### src/rtl/mem_port_arbiter.sv
// Round-robin arbiter/sequencer for two requesters sharing one 8-bit memory data port.
// Latency: grant and write strobe 1 cycle after request; read data valid 2+RD_LAT cycles after request.
// Backpressure: one transaction in flight; a requester holds its level req until it sees its gnt pulse.
module mem_port_arbiter #(
  parameter int RD_LAT = 1
) (
  input  logic       clk,
  input  logic       rst,
  input  logic       a_req,
  input  logic       a_we,
  input  logic [7:0] a_addr,
  input  logic [7:0] a_wdata,
  output logic       a_gnt,
  output logic [7:0] a_rdata,
  output logic       a_rvalid,
  input  logic       b_req,
  input  logic       b_we,
  input  logic [7:0] b_addr,
  input  logic [7:0] b_wdata,
  output logic       b_gnt,
  output logic [7:0] b_rdata,
  output logic       b_rvalid,
  output logic [7:0] rw_addr,
  output logic [7:0] w,
  output logic       w_en,
  input  logic [7:0] r,
  output logic       busy
);

  typedef enum logic [1:0] {IDLE, ISSUE, WAIT} state_t;

  // Counter reload: WAIT lasts RD_LAT cycles, the last one with cnt == 0.
  localparam logic [1:0] CNT_INIT = 2'(RD_LAT - 1);

  state_t     state;
  logic       last_b;  // 1 when B held the most recent grant
  logic       sel_b;   // owner of the transaction in flight
  logic       lat_we;  // direction of the transaction in flight
  logic [1:0] cnt;
  logic       pick_b;

  // On a tie the requester that was not granted last wins.
  always_comb begin
    pick_b = b_req && (!a_req || !last_b);
  end

  // Single state machine; every output is a register updated here.
  always_ff @(posedge clk) begin
    if (rst) begin
      state    <= IDLE;
      last_b   <= 1'b1;
      sel_b    <= 1'b0;
      lat_we   <= 1'b0;
      cnt      <= 2'd0;
      rw_addr  <= 8'd0;
      w        <= 8'd0;
      w_en     <= 1'b0;
      a_gnt    <= 1'b0;
      b_gnt    <= 1'b0;
      a_rvalid <= 1'b0;
      b_rvalid <= 1'b0;
      a_rdata  <= 8'd0;
      b_rdata  <= 8'd0;
      busy     <= 1'b0;
    end else begin
      a_gnt    <= 1'b0;
      b_gnt    <= 1'b0;
      a_rvalid <= 1'b0;
      b_rvalid <= 1'b0;
      w_en     <= 1'b0;
      case (state)
        IDLE: begin
          if (a_req || b_req) begin
            // rw_addr/w double as the latched address and write data.
            sel_b   <= pick_b;
            lat_we  <= pick_b ? b_we    : a_we;
            rw_addr <= pick_b ? b_addr  : a_addr;
            w       <= pick_b ? b_wdata : a_wdata;
            w_en    <= pick_b ? b_we    : a_we;
            a_gnt   <= !pick_b;
            b_gnt   <= pick_b;
            busy    <= 1'b1;
            state   <= ISSUE;
          end
        end
        ISSUE: begin
          last_b <= sel_b;
          if (lat_we) begin
            busy  <= 1'b0;
            state <= IDLE;
          end else begin
            cnt   <= CNT_INIT;
            state <= WAIT;
          end
        end
        WAIT: begin
          if (cnt == 2'd0) begin
            if (sel_b) begin
              b_rdata  <= r;
              b_rvalid <= 1'b1;
            end else begin
              a_rdata  <= r;
              a_rvalid <= 1'b1;
            end
            busy  <= 1'b0;
            state <= IDLE;
          end else begin
            cnt <= cnt - 2'd1;
          end
        end
        default: begin
          busy  <= 1'b0;
          state <= IDLE;
        end
      endcase
    end
  end

endmodule
### config.mk
export PLATFORM = sky130hd
export DESIGN_NAME = mem_port_arbiter
export DESIGN_NICKNAME = d
export VERILOG_FILES = /design/src/rtl/mem_port_arbiter.sv
export SDC_FILE = /design/constraint.sdc
export NUM_CORES = 1
export LEC_CHECK = 0
export CELL_PAD_IN_SITES_DETAIL_PLACEMENT = 0
export CELL_PAD_IN_SITES_GLOBAL_PLACEMENT = 1
export CORE_MARGIN = 2
export CORE_UTILIZATION = 32
export CTS_BUF_LIST = sky130_fd_sc_hd__clkbuf_16
export DETAILED_ROUTE_END_ITERATION = 8
export GPL_TIMING_DRIVEN = 1
export PLACE_DENSITY_LB_ADDON = 0.1
export SLEW_MARGIN = 5
export SYNTH_ARGS = -nofsm -noshare
export SYNTH_HDL_FRONTEND = slang
export SYNTH_SLANG_ARGS = --single-unit
### constraint.sdc
create_clock -name clk -period 2.4 [get_ports clk]
set_input_delay 0.6 -clock clk [delete_from_list [all_inputs] [get_ports clk]]
set_output_delay 0.6 -clock clk [all_outputs]
set_load 0.02 [all_outputs]
After elaboration in Yosys (flattened, before gate mapping)
Index checks and enable logic that the tools add are counted.

word-level totals
  flip-flop bits (word level) = 45
  bits of input ports = 46
  logic and storage cells = 61
  output and inout bits = 38

cells by class
  reductions and logical operators = 17
  mux-type cells = 16
  add/sub/neg operators = 1
  bitwise logic cells = 5
  equal/unequal tests = 7

operator list
  kind                                                  count
  2-to-1 mux 8 bit                                      2
  AND reduction 3 bit                                   4
  2-to-1 mux 2 bit                                      5
  inequality test 2 bit (second input constant)         5
  2-to-1 mux 1 bit                                      6
  one-hot mux 2 bit (3 select lines)                    1
  OR reduction 3 bit                                    2
  NOT 1 bit                                             5
  zero test 2 bit                                       2
  one-hot mux 2 bit (2 select lines)                    1
  AND reduction 2 bit                                   2
  zero test 1 bit                                       3
  one-hot mux 1 bit (3 select lines)                    1
  equality test 2 x 1 -> 1 bit (second input constant)  1
  equality test 2 bit (second input constant)           1
  logical OR 1 bit                                      2
  nonzero test 2 bit                                    1
  subtractor 2 x 1 -> 2 bit (second input constant)     1
  logical AND 1 bit                                     1

Depth between registers and ports, before layout
Gate-level depths: netlist of run 1.

  depth after elaboration = 4
  mapped depth = 6
  mapped depth without buffers = 5

Worst setup path after synthesis of run 1
Ideal clock, no wire load.

  path kind = in2reg
  from = input port b_req
  to = register rw_addr[0]
  setup time = 0.088 ns
  slack = 0.874 ns
  stages on the path = 5
  path buffers = 2
  data arrival time = 1.437 ns
  required time = 2.312 ns
  path through = or2_1 > and2_1 > buf_6 > buf_6 > a311oi_2

between the ends
  word-level cells in the longest chain between the ends = 2
  elaborated cells between the ends (all ways) = 4
  those cells by class = mux (1); reduce/logical (3)

RTL lines
  item                                                            RTL line  source
  start: declaration                                              16        input logic b_req,
  logical AND 1 bit / logical OR 1 bit (equally long branches)    44, 73
  2-to-1 mux 8 bit / AND reduction 2 bit (equally long branches)  --
  end signal: assignment                                          77        rw_addr <= pick_b ? b_addr : a_addr;
  end: declaration                                                23        output logic [7:0] rw_addr,

Parallel ways exist; a longest one is shown, timed or not.
A chain may end at the register's enable or synchronous reset.

Worst setup path after layout of run 1
  from = input port b_req
  to = register w[6]

between the ends
  word-level cells in the longest chain between the ends = 2
  elaborated cells between the ends (all ways) = 4
  those cells by class = mux (1); reduce/logical (3)

RTL lines
  item                                                            RTL line  source
  logical AND 1 bit / logical OR 1 bit (equally long branches)    44, 73
  2-to-1 mux 8 bit / AND reduction 2 bit (equally long branches)  --
  end signal: assignment                                          78        w <= pick_b ? b_wdata : a_wdata;
  end: declaration                                                24        output logic [7:0] w,

Parallel ways exist; a longest one is shown, timed or not.

==> metrics.md, run 1 <==
| Metric | Value |
|---|---|
| Most instantiated flip-flop cell in the synthesis netlist | `sky130_fd_sc_hd__dfxtp_1` |
| Setup slack, reg-to-reg | `730 ps` |
| Top-level port count | `84` |
| Avg Inst Size Synth | `8.58 um2` |
| Run status | `complete, no violations` |
| Input/output buffers | `83` |
| Number of buffers added by the clock tree synthesis step | `5` |
| Row count | `27` |
| Maximum clock frequency | `0.489 GHz` |
| Full die area | `0.00653 mm2` |
| Worst slew margin relative to its limit | `41.1%` |
| CTS clock-pin slew for the worst setup and hold paths | `60 ps` |
| Worst supply voltage drop on vdd | `332 uV` |
| CP required | `2510 ps` |
| Final count of hold timing violations | `0` |
| Count of cells resized by post-cts repair | `0` |
| Remaining design rule violation count | `0` |
| Last weighted congestion value of the routability-driven placer | `0.726` |
| Number of cells produced by synthesis | `220` |
| Biggest cell delay along the critical path | `710 ps` |
| Skew-Pair Late Insertion Delay | `280 ps` |
| Largest buffer count on any clock path | `2` |
| Mean routed wirelength per cell | `14.2 um` |
| Share of Yosys cell area claimed by the top area cell type | `47.7%` |
| Drt via density | `4.93` |
| Die Y | `80.8 um` |
| Register area | `901 um2` |
| Class of the most critical setup path | `primary input to flop` |
| Setup Skew | `4.57 ps` |
| Initial drt markers | `84` |
| Met3 capacity usage during global routing | `4.11%` |
| Post-route setup TNS | `0 ps` |
| Number of enable flip-flop cells after synthesis | `0` |
| Number of setup violations in the final report | `0` |
| Post-Synthesis Net Count | `267` |
| Number of fill cells in the layout | `580` |
| Maximum number of pins on one net before global-route repair | `26` |
| Initial antenna violation count | `0` |
| Cell leakage power | `1.03 nW` |
| Worst Hold Class | `flop to flop` |
| Period utilisation layout | `85.2%` |
| Count of warnings emitted by yosys | `0` |
| GRT busiest layer | `met2` |
| Areal power density over the cells | `657 mW/mm2` |
| Share of async-settable or async-resettable flops after synthesis | `0%` |
| Post-cts hold buffer count | `0` |
| Sequential-to-total area share from yosys stat | `47.7%` |
| Crit path max-delay cell type | `sky130_fd_sc_hd__and2_1` |
| Arrival time of the worst setup path | `2160 ps` |
| Non-filler cells in the finished layout | `369` |
| Wire length of the first global-routing pass | `7960 um` |
| Synthesized cell area | `0.00189 mm2` |
| Fraction of final layout cells sized beyond drive strength 1 | `8.42%` |
| Number of search-and-repair iterations in the first detailed-routing pass | `4` |
| Detail Placement HPWL | `3540 um` |
| Launch point of the worst reg-to-reg path | `state[0]` |
| Path length in cells of the critical path | `4` |
| Leading cell type by number of instances after synthesis | `sky130_fd_sc_hd__nand2_1` |
| Launching element type of the critical path | `primary input` |
| Post-route ant nets | `0` |
| Number of clock sinks | `45` |
| Vias | `1818` |
| Number of levels in the clock H-tree | `2` |
| Crit end category | `flop` |
| Net count reported at finish | `343` |
| Overall die width | `80.8 um` |
| Number of buffers and inverters on the critical path | `1` |
| Cell types occupying the most area after synthesis | `sky130_fd_sc_hd__dfxtp_1 (48%), sky130_fd_sc_hd__nand2_1 (13%), sky130_fd_sc_hd__a21oi_1 (9.8%)` |
| Number of pins exceeding their max-slew limit in the final report | `0` |
| Post-CTS setup buffer count | `0` |
| Cell at the root of the clock tree | `sky130_fd_sc_hd__clkbuf_16` |
| End of the worst register-to-register path | `w[6]` |
| Overflow left after global routing | `0` |
| Cell count of the worst reg-to-reg path | `3` |
| Post-synthesis cell type count | `32` |
| Post-route minimum period | `2040 ps` |
| # placed instances | `361` |
| Initial core utilization | `33.6%` |
| Total design power | `1.90 mW` |
| Combined area of the multi-input logic cells | `875 um2` |
| Area inside the core boundary | `0.00561 mm2` |
| Growth of design area from synthesis to finish | `53.1%` |
| Inserted Diodes | `0` |
| Launch instance of the worst min-delay path | `a_rdata[4]` |
| Met1 Resource Use GR | `21.9%` |
| Capture point of the worst path | `w[6]` |
| Critical path fanouts, max | `17` |
| Gr usage total | `15.6%` |
| Sum of routed wire length over all layers | `5230 um` |
| Number of max-capacitance violations reported | `0` |
| Ordered cell list for the critical path | `clkdlybuf4s50_1 -> or2_1 -> and2_1 -> a311oi_2` |
| Delay-heaviest family, CP | `simple AND/OR/NAND/NOR gates` |
| Crit path launch | `b_req` |
| Top cell types by occurrence after synthesis | `sky130_fd_sc_hd__nand2_1 (65), sky130_fd_sc_hd__dfxtp_1 (45), sky130_fd_sc_hd__a21oi_1 (37), sky130_fd_sc_hd__nor2_1 (10), sky130_fd_sc_hd__a311oi_2 (9)` |
| Clock tree from TritonCTS | `built` |
| Library cell occupying the most area in the post-synthesis netlist | `sky130_fd_sc_hd__dfxtp_1` |
| Vias in the first global route | `1658` |
| M2 GR Usage | `23.5%` |
| #FFs+latches synth | `45` |
| Unrepaired setup endpoints after global routing | `no` |
| Least-Margin Pin Slew | `884 ps` |
[cells in the final DEF (no fill, tap or decap), types with 3 or more instances in the layout]
cell and n:
sky130_fd_sc_hd__clkbuf_16 5, sky130_fd_sc_hd__inv_1 4, sky130_fd_sc_hd__a311oi_2 9, sky130_fd_sc_hd__clkdlybuf4s50_1 82, sky130_fd_sc_hd__nor2_1 10, sky130_fd_sc_hd__nand2_1 65, sky130_fd_sc_hd__nor3_1 4, sky130_fd_sc_hd__a311oi_1 7
sky130_fd_sc_hd__dfxtp_1 45, sky130_fd_sc_hd__a21oi_1 37, sky130_fd_sc_hd__nor2b_1 3, sky130_fd_sc_hd__buf_4 4
[report_power, final]
group | switching (mW) | internal, mW | total, mW | leakage, nW
logic | 0.207 | 0.210 | 0.417 | 0.591
registers | 0.0332 | 0.800 | 0.833 | 0.369
clock network | 0.270 | 0.378 | 0.648 | 0.0724
[metal layers]
| layer | part of all wire, % | vias to the layer above |
|---|---|---|
| met5 | 0 | - |
| li1 | - | 911 |
| met2 | 44 | 58 |
| met4 | 0.96 | 0 |
| met3 | 6.9 | 7 |
| met1 | 48 | 842 |
[cells by family (layout without fill, tap and decap cells)]
logic type | count (synthesis) | in the layout | share of synthesized area (%)
and+or+nand+nor | 91 | 91 | 20.9
adders and majority gates | 1 | 1 | 0.663
DFF | 45 | 45 | 47.7
AOI/OAI and AO/OA | 61 | 61 | 24.3
buffers and inverters | 21 | 98 | 5.90
muxes | 1 | 1 | 0.531
[sequential cells by signal, indices dropped and copies added (netlist names)]
register  flops
rw_addr       8
b_gnt         1
last_b        1
cnt           2
a_gnt         1
b_rdata       8
b_rvalid      1
state         2
a_rdata       8
w_en          1
lat_we        1
busy          1
a_rvalid      1
sel_b         1
w             8
[area by class of cell]
cell class,instances,area share (%)
Clock inverter,3,0.520
Multi-Input combinational cell,154,30.3
Clock buffer,5,4.33
Tap cell,72,3.12
Timing Repair Buffer,88,30.3
Inverter,2,0.260
Sequential cell,45,31.2
[tightest hold or removal path, cell delays in order (launching register included)]
cell	delay, ps
sky130_fd_sc_hd__dfxtp_1	310
sky130_fd_sc_hd__nand2_1	50
sky130_fd_sc_hd__a21oi_1	50
[how the worst min path moves through the flow]
stage / endpoint / slack (ps) / cells past startpoint
2_1_floorplan: cnt[1] / 480 / 2
3_3_place_gp: b_rdata[7] / 440 / 2
3_5_place_dp: b_rdata[3] / 450 / 2
4_1_cts: b_rdata[3] / 460 / 2
5_1_grt: b_rdata[4] / 470 / 2
6_report: a_rdata[4] / 450 / 2
[through the flow]
stage | worst slack, ps | utilization [%] | hold WS, ps | cell area [um2]
CTS | 379 | 51.5 | 457 | 2890
global route | 278 | 51.5 | 471 | 2890
finish | 356 | 51.5 | 454 | 2890
global placement | 104 | 49.0 | 444 | 2750
detailed placement | 71.3 | 49.0 | 449 | 2750
floorplan | 874 | - | 476 | 1890
Power figures use the tool's default switching activity.
==> run 2: changes to the inputs <==
- CORE_ASPECT_RATIO: default -> 0.6
==> run 2 against run 1 <==
  * Clock power up 35%
  * Hold slack hardly changed
  * Combinational power is 1% higher
  * Clock skew decreased by 0.55 ps
  * Largest cell class unchanged
==> metrics.md, run 2 (synthesized netlist as in run 1, its figures left out) <==
| Metric | Value |
|---|---|
| Run status | `complete, no violations` |
| Worst Hold Class | `flop to flop` |
| Vias in the first global route | `1776` |
| Overflow left after global routing | `0` |
| Cell area after placement | `0.00277 mm2` |
| Mean routed wirelength per cell | `13.7 um` |
| Crit path max-delay cell type | `sky130_fd_sc_hd__and2_1` |
| Maximum clock frequency | `0.497 GHz` |
| Setup Skew | `4.02 ps` |
| Number of max-capacitance violations reported | `0` |
| Row count | `21` |
| Post-CTS setup buffer count | `0` |
| Number of search-and-repair iterations in the first detailed-routing pass | `4` |
| Final count of hold timing violations | `0` |
| Combined area of the multi-input logic cells | `875 um2` |
| Vias | `1811` |
| Met1 Resource Use GR | `23.6%` |
| Delay-heaviest family, CP | `simple AND/OR/NAND/NOR gates` |
| Input/output buffers | `83` |
| Number of fill cells in the layout | `559` |
| Detail Placement HPWL | `3690 um` |
| Area of all placed cells without fillers | `0.00296 mm2` |
| Initial drt markers | `56` |
| Initial core utilization | `33.6%` |
| Number of buffers added by the clock tree synthesis step | `5` |
| Last weighted congestion value of the routability-driven placer | `0.744` |
| Cell at the root of the clock tree | `sky130_fd_sc_hd__clkbuf_16` |
| Net count reported at finish | `344` |
| Wire length of the first global-routing pass | `8380 um` |
| Biggest cell delay along the critical path | `680 ps` |
| Maximum number of pins on one net before global-route repair | `37` |
| Worst supply voltage drop on vdd | `298 uV` |
| Count of cells resized by post-cts repair | `0` |
| Register area | `901 um2` |
| Most frequent standard cell in the layout excluding fill and tap cells | `sky130_fd_sc_hd__clkdlybuf4s50_1` |
| Number of pins exceeding their max-slew limit in the final report | `0` |
| Crit end category | `flop` |
| Arrival time of the worst setup path | `2130 ps` |
| Areal power density over the cells | `720 mW/mm2` |
| Post-route minimum period | `2010 ps` |
| Sum of routed wire length over all layers | `5200 um` |
| Number of levels in the clock H-tree | `2` |
| Full die area | `0.00655 mm2` |
| Area inside the core boundary | `0.00562 mm2` |
| Initial antenna violation count | `0` |
| Die Y | `63.5 um` |
| Overall die width | `103 um` |
| Inserted Diodes | `0` |
| Unrepaired setup endpoints after global routing | `no` |
| Post-route setup TNS | `0 ps` |
| Post-route ant nets | `0` |
| M2 GR Usage | `23.2%` |
| Ordered cell list for the critical path | `clkdlybuf4s50_1 -> or2_1 -> and2_1 -> a311oi_1` |
| Class of the most critical setup path | `primary input to flop` |
| Worst slew margin relative to its limit | `44.0%` |
| Critical path fanouts, max | `17` |
| Commonest non-fill, non-tap cells in the layout | `sky130_fd_sc_hd__clkdlybuf4s50_1 (82), sky130_fd_sc_hd__nand2_1 (65), sky130_fd_sc_hd__dfxtp_1 (45)` |
| Clock tree from TritonCTS | `built` |
| Number of setup violations in the final report | `0` |
| Gr usage total | `16.7%` |
| Fraction of final layout cells sized beyond drive strength 1 | `9.40%` |
| Period utilisation layout | `83.9%` |
| Drt via density | `4.79` |
| Remaining design rule violation count | `0` |
| Cell leakage power | `1.06 nW` |
| Number of buffers and inverters on the critical path | `1` |
| Post-cts hold buffer count | `0` |
| Launching element type of the critical path | `primary input` |
| Skew-Pair Late Insertion Delay | `290 ps` |
| CTS clock-pin slew for the worst setup and hold paths | `60 ps` |
| Met3 capacity usage during global routing | `6.44%` |
| Growth of design area from synthesis to finish | `56.7%` |
| Number of clock sinks | `45` |
| CP required | `2520 ps` |
| GRT busiest layer | `met1` |
| Largest buffer count on any clock path | `2` |
| Top-level port count | `84` |
| Least-Margin Pin Slew | `840 ps` |
## run 2: cell count changes in the layout (fill, tap and decap cells not counted)
cell,change
sky130_fd_sc_hd__bufinv_16,+2
sky130_fd_sc_hd__inv_1,-2
sky130_fd_sc_hd__buf_4,+1
sky130_fd_sc_hd__clkinv_2,+1
sky130_fd_sc_hd__clkinvlp_4,-1
## run 2: final timing paths
check / start / endpoint / slack [ps] / depth (start not counted)
min reg2reg: a_rdata[1] / a_rdata[1] / 450 / 2
max reg2reg: state[0] / rw_addr[6] / 730 / 3
min: a_rdata[1] / a_rdata[1] / 450 / 2
max: a_req / rw_addr[6] / 390 / 4
## run 2: worst reg2reg max path, delay by kind of cell, from the launching register on
kind | cells | cell delay, ps
and+or+nand+nor | 2 | 910
DFF | 1 | 400
AOI/OAI and AO/OA | 1 | 190
## run 2: metrics by stage
stage / total power [mW] / cells / utilization, % / worst slack (ps) / hold slack, ps
floorplan: 1.07 / 220 / - / 874 / 476
global placement: 1.27 / 370 / 49.2 / 121 / 444
detailed placement: 1.27 / 370 / 49.2 / 76.5 / 449
CTS: 2.15 / 378 / 52.6 / 377 / 457
global route: 2.22 / 378 / 52.6 / 217 / 473
finish: 2.13 / 378 / 52.6 / 387 / 453
## run 2: final cells by class
cell class	instances	share of cell area, %
Sequential cell	45	30.5
Clock inverter	3	2.20
Clock buffer	5	4.23
Inverter	2	0.254
Tap cell	80	3.39
Timing Repair Buffer	89	29.9
Multi-Input combinational cell	154	29.6
## run 2: per-layer routing
metal / vias up / share of wire [%]
li1: 912 / -
met1: 838 / 50
met2: 54 / 40
met3: 7 / 8.2
met4: 0 / 1.1
met5: - / 0
## run 2: where the power goes
part	leakage, nW	switching, mW	total [mW]	internal (mW)
logic	0.595	0.209	0.422	0.213
clock network	0.0938	0.281	0.875	0.594
registers	0.369	0.0322	0.832	0.800
